[src/rtl/char_buffer_ctrl.sv]
// Character buffer write controller: host writes (absolute or cursor addressed) and whole-buffer fill.
// Define CHAR_CTRL_BOUNDS_EN to drop out-of-range host writes/cursor loads and flag them on o_err.
module char_buffer_ctrl #(
    parameter int ADDR_WIDTH = 13,
    parameter int DATA_WIDTH = 8,
    parameter int DEPTH      = 4800
) (
    input  logic                  i_sys_clk,
    input  logic                  i_rst_n,
    input  logic                  i_host_valid,
    output logic                  o_host_ready,
    input  logic                  i_host_mode,
    input  logic [ADDR_WIDTH-1:0] i_host_addr,
    input  logic [DATA_WIDTH-1:0] i_host_data,
    input  logic                  i_cur_load,
    input  logic                  i_fill_start,
    input  logic [DATA_WIDTH-1:0] i_fill_char,
    output logic                  o_wr_en,
    output logic [ADDR_WIDTH-1:0] o_wr_adr,
    output logic [DATA_WIDTH-1:0] o_wr_data,
    output logic [ADDR_WIDTH-1:0] o_cursor,
    output logic                  o_busy,
    output logic                  o_fill_done,
    output logic                  o_err
);

    typedef enum logic {IDLE = 1'b0, FILL = 1'b1} state_t;

    localparam logic [ADDR_WIDTH-1:0] LAST_ADR = ADDR_WIDTH'(DEPTH - 1);

    state_t                  state, state_nxt;
    logic [ADDR_WIDTH-1:0]   cursor, cursor_nxt;
    logic [ADDR_WIDTH-1:0]   fill_cnt, fill_cnt_nxt;
    logic [DATA_WIDTH-1:0]   fill_char, fill_char_nxt;
    logic                    wr_en_p1, wr_en_nxt;
    logic [ADDR_WIDTH-1:0]   wr_adr_p1, wr_adr_nxt;
    logic [DATA_WIDTH-1:0]   wr_data_p1, wr_data_nxt;
    logic                    fill_done_p1, fill_done_nxt;

    function automatic logic [ADDR_WIDTH-1:0] cursor_inc(input logic [ADDR_WIDTH-1:0] cur);
        return (cur >= LAST_ADR) ? '0 : cur + ADDR_WIDTH'(1);
    endfunction

`ifdef CHAR_CTRL_BOUNDS_EN
    localparam logic [ADDR_WIDTH:0] DEPTH_EXT = (ADDR_WIDTH+1)'(DEPTH);

    logic err_q, err_nxt;

    function automatic logic in_range(input logic [ADDR_WIDTH-1:0] adr);
        return {1'b0, adr} < DEPTH_EXT;
    endfunction
`endif

    always_comb begin
        state_nxt     = state;
        cursor_nxt    = cursor;
        fill_cnt_nxt  = fill_cnt;
        fill_char_nxt = fill_char;
        wr_en_nxt     = 1'b0;
        wr_adr_nxt    = wr_adr_p1;
        wr_data_nxt   = wr_data_p1;
        fill_done_nxt = 1'b0;
`ifdef CHAR_CTRL_BOUNDS_EN
        err_nxt       = err_q;
`endif
        case (state)
            IDLE: begin
                if (i_host_valid) begin
                    wr_en_nxt   = 1'b1;
                    wr_adr_nxt  = i_host_mode ? cursor : i_host_addr;
                    wr_data_nxt = i_host_data;
                    if (i_host_mode)
                        cursor_nxt = cursor_inc(cursor);
`ifdef CHAR_CTRL_BOUNDS_EN
                    // Out-of-range absolute write: handshake still completes, nothing reaches the buffer
                    if (!i_host_mode && !in_range(i_host_addr)) begin
                        wr_en_nxt   = 1'b0;
                        wr_adr_nxt  = wr_adr_p1;
                        wr_data_nxt = wr_data_p1;
                        err_nxt     = 1'b1;
                    end
`endif
                end
                // Load overrides the increment from a simultaneous cursor-mode write
                if (i_cur_load) begin
                    cursor_nxt = i_host_addr;
`ifdef CHAR_CTRL_BOUNDS_EN
                    if (!in_range(i_host_addr)) begin
                        cursor_nxt = '0;
                        err_nxt    = 1'b1;
                    end
`endif
                end
                if (i_fill_start) begin
                    state_nxt     = FILL;
                    fill_char_nxt = i_fill_char;
                    fill_cnt_nxt  = '0;
                end
            end
            FILL: begin
                wr_en_nxt   = 1'b1;
                wr_adr_nxt  = fill_cnt;
                wr_data_nxt = fill_char;
                if (fill_cnt == LAST_ADR) begin
                    state_nxt     = IDLE;
                    fill_done_nxt = 1'b1;
                    cursor_nxt    = '0;
                    fill_cnt_nxt  = '0;
                end else begin
                    fill_cnt_nxt = fill_cnt + ADDR_WIDTH'(1);
                end
            end
        endcase
    end

    // p1: registered write port and control state
    always_ff @(posedge i_sys_clk) begin
        if (!i_rst_n) begin
            state        <= IDLE;
            cursor       <= '0;
            fill_cnt     <= '0;
            wr_en_p1     <= 1'b0;
            wr_adr_p1    <= '0;
            wr_data_p1   <= '0;
            fill_done_p1 <= 1'b0;
`ifdef CHAR_CTRL_BOUNDS_EN
            err_q        <= 1'b0;
`endif
        end else begin
            state        <= state_nxt;
            cursor       <= cursor_nxt;
            fill_cnt     <= fill_cnt_nxt;
            wr_en_p1     <= wr_en_nxt;
            wr_adr_p1    <= wr_adr_nxt;
            wr_data_p1   <= wr_data_nxt;
            fill_done_p1 <= fill_done_nxt;
`ifdef CHAR_CTRL_BOUNDS_EN
            err_q        <= err_nxt;
`endif
        end
    end

    always_ff @(posedge i_sys_clk) begin
        fill_char <= fill_char_nxt;
    end

    assign o_host_ready = (state == IDLE);
    assign o_busy       = (state == FILL);
    assign o_wr_en      = wr_en_p1;
    assign o_wr_adr     = wr_adr_p1;
    assign o_wr_data    = wr_data_p1;
    assign o_fill_done  = fill_done_p1;
    assign o_cursor     = cursor;
`ifdef CHAR_CTRL_BOUNDS_EN
    assign o_err        = err_q;
`else
    assign o_err        = 1'b0;
`endif

endmodule

[config.mk]
export PLATFORM = sky130hd
export DESIGN_NAME = char_buffer_ctrl
export DESIGN_NICKNAME = d
export VERILOG_FILES = /design/src/rtl/char_buffer_ctrl.sv
export SDC_FILE = /design/constraint.sdc
export NUM_CORES = 1
export LEC_CHECK = 0
export ABC_CLOCK_PERIOD_IN_PS = 5500
export CAP_MARGIN = 25
export CORE_MARGIN = 1
export CORE_UTILIZATION = 40
export CTS_BUF_LIST = sky130_fd_sc_hd__clkbuf_8
export DETAILED_ROUTE_END_ITERATION = 10
export PLACE_DENSITY = 0.76
export SYNTH_ARGS = -nofsm -noshare
export SYNTH_HDL_FRONTEND = slang
export SYNTH_SLANG_ARGS = --single-unit
[constraint.sdc]
create_clock -name i_sys_clk -period 5.5 [get_ports i_sys_clk]
set_input_delay 1.65 -clock i_sys_clk [delete_from_list [all_inputs] [get_ports i_sys_clk]]
set_output_delay 1.65 -clock i_sys_clk [all_outputs]
set_load 0.03 [all_outputs]
==> impl_results.md <==
- Comb pwr share: 18.6%
- RSZ-0062 raised after global routing: no
- Clk slew on worst S/H paths: about 0.07 ns
- Clk pwr share: 35.9%
- Final core occ: 54.6%
- Syn_nets: 383
- CP max-delay cell: clkdlybuf4s50_1
- Critical path's top delay family: buffers and inverters
- Post-synthesis mux area share: 6.95%
- Total Routing Usage GR: 21.5%
- Worst-margin pin slew: 0.803 ns
- Max Cap Viol: 0
- Antenna Nets Post-Route: 0
- Multi-input gate area: 0.00161 mm^2
- I/O pin count: between 70 and 80
- Slew Viols, Final: 0
- Flops & latches, synth: 58
- Post-Synth Simple-Gate Area: 22.3%
- Sw Pwr: 0.000301 W
- Final Critical Period: 3.76 ns
- Mapped Area: 0.00302 mm^2
- P per Cell Area: 263 mW/mm^2
- Sequential share of the synthesized area: between 40 and 50%
- Crit path depth: 7
- Post-synthesis cell count: 346
- HP Class: flop to flop
- Setup bufs post-CTS: 0
- Number of enable flip-flop cells after synthesis: 8
- GRT overflow: 0
- Commonest non-fill, non-tap cell in the layout: clkdlybuf4s50_1
- Drt pass-1 iters: 5
- CTS root buffer: clkbuf_8
- Switching part of the total: 28.8%
- Total die area: a little under 0.008 mm^2
- DRT iter0 DRCs: 211
- WL final: 8.00 mm
- Die Span X: 89.0 um
- CTS Buffer Depth: 2
- Worst path arrival time: 4.02 ns
- XOR/XNOR share of the synthesized area: 0.579%
- Setup violators final: 0
- Kind of critical path: input pin to flop
- WL/cell: 15.6 um
- CP max stage delay: 0.98 ns
- Cell Int Power: 0.000746 W
- CP Cell Sequence: clkdlybuf4s50_1, nor4bb_1, o311ai_0, nor3b_2, buf_4, a21oi_1, o21ai_0
- DRC Markers: 0
- Core area: roughly 0.0073 mm^2
- Pleak: roughly 1.5 nW
- TNS Setup: 0 ns
- Filler cell count: 689
- Worst EP required: around 5.8 ns
- IO Port Bufs: 72
- Initial antenna violation count: 0
- Yosys cell types: 55
- N_diodes: 0
- DP Area: 0.00380 mm^2
- Design area: between 0.003 and 0.004 mm^2
- Routability cong.: 0.865
- Rel. slew slack: 46.5%
- Area delta synth->final: 31.7%
- CTS Sinks: 58
- Hold Violations, Final: 0
- Fmax: 266 MHz
- Die height: roughly 89 um
- Startpoint types: input pin
- Row count: 31
- Synth Area in Adders: 0.827%
- Synth async-reset ratio: 0%
- Routed vias/inst: approximately 5.6
- Fin crit share: 68.3%
- CTS tree: built
- Worst vdd ir: 0.000155 V
- Most used flip-flop cell after synthesis: dfxtp_1
- Compound-gate portion of the synthesized area: 22.4%
- Post_cts resized: 0
- Nets: 445
- First-pass GRT wire length: 12.9 mm
- Cell count of the worst reg-to-reg path: 6
- CP max FO: 23
- Synthesis Warnings: 0
- H-tree level count: 3
- Status: finished clean
- Hold-critical path depth: 1
- Largest family of logic cells by synthesized area: compound AO/OA/AOI/OAI gates
- CTS hold repair buffers: 0
- DP HPWL: 5.61 mm
- Share of layout cells above drive strength 1: 7.02%
- Vias: 2867
- Worst-skew pair later-pin latency: 0.34 ns
- Initial Util: 41.5%
- CP Capture Type: flop
- Vias in the first global route: 2699
- CP Buf/Inv Count: 2
- Total CTS buffers: 9
- Skew final: between 0.007 and 0.008 ns
- Avg Inst Size Synth: 8.74 um^2
- Reg area: 0.00124 mm^2
- Reg power frac: 45.4%
- Most frequent cells in the layout: 72 x clkdlybuf4s50_1, 50 x dfxtp_1, 32 x a21oi_1
- Largest net degree at the start of global routing: 40
==> cells by family after synthesis <==
logic type                 Yosys count
adders and majority gates            2
muxes                               21
AOI/OAI and AO/OA                  103
other                                1
xor gates and xnor gates             2
DFF                                 58
buffers and inverters               41
and+or+nand+nor                    118
==> final cells by class <==
| class | count | area share [%] |
|---|---|---|
| clock buffer | 9 | 3.11 |
| clock inverter | 7 | 1.54 |
| inverter | 13 | 1.23 |
| multi-input combinational | 247 | 40.4 |
| sequential | 58 | 31.2 |
| tap | 99 | 3.11 |
| timing repair buffer | 79 | 19.4 |
==> per-layer routing <==
layer / vias up / share of wire, % / global-route usage (%)
met5: - / 0 / 0
met4: 0 / 1.5 / 8.08
met3: 12 / 6.8 / 5.72
met2: 136 / 48 / 35.3
met1: 1331 / 44 / 27.1
li1: 1388 / - / -
==> stage by stage <==
| step | worst slack [ns] | instances | power, W | hold slack, ns |
|---|---|---|---|---|
| after floorplan | 2.36 | 346 | 0.000594 | 0.448 |
| after detailed placement | 1.50 | 496 | 0.000678 | 0.459 |
| after global routing | 1.59 | 512 | 0.00109 | 0.490 |
| after global placement | 1.67 | 496 | 0.000674 | 0.450 |
| final | 1.74 | 512 | 0.00105 | 0.472 |
| after CTS | 1.82 | 512 | 0.00106 | 0.480 |
==> registers in the layout, summed over array words and instances, names as in the netlist <==
register     cells
fill_char        8
fill_cnt        13
o_busy           1
o_cursor        13
o_fill_done      1
o_wr_adr        13
o_wr_data        8
o_wr_en          1
==> power by group through the flow <==
stage	registers [W]	logic, W	clock network (W)
after floorplan	0.000513	0.0000808	0
after global placement	0.000483	0.000190	0
after detailed placement	0.000484	0.000194	0
after CTS	0.000475	0.000196	0.000386
after global routing	0.000479	0.000209	0.000403
final	0.000476	0.000195	0.000376
==> worst paths after layout <==
kind                                    from            to  slack [ns]
worst max-delay path            i_host_valid  o_cursor[12]        1.74
worst min-delay path            fill_char[6]  o_wr_data[6]        0.47
worst max register to register   fill_cnt[0]   fill_cnt[2]        3.29
worst min register to register  fill_char[6]  o_wr_data[6]        0.47
==> cells in the mapped netlist, types with 10 or more instances <==
library cell  count  area (um^2)
clkbuf_1         15         56.3
nor2b_1          15         93.8
mux2i_1          21          210
a22oi_1          10         75.1
o21ai_0          18         90.1
inv_1            13         48.8
a211oi_1         12         90.1
nand3_1          11         55.1
nor2_1           25         93.8
nand2_1          26         97.6
dfxtp_1          50         1000
a21oi_1          32          160
Note: power is estimated with default switching activity, not from simulation.
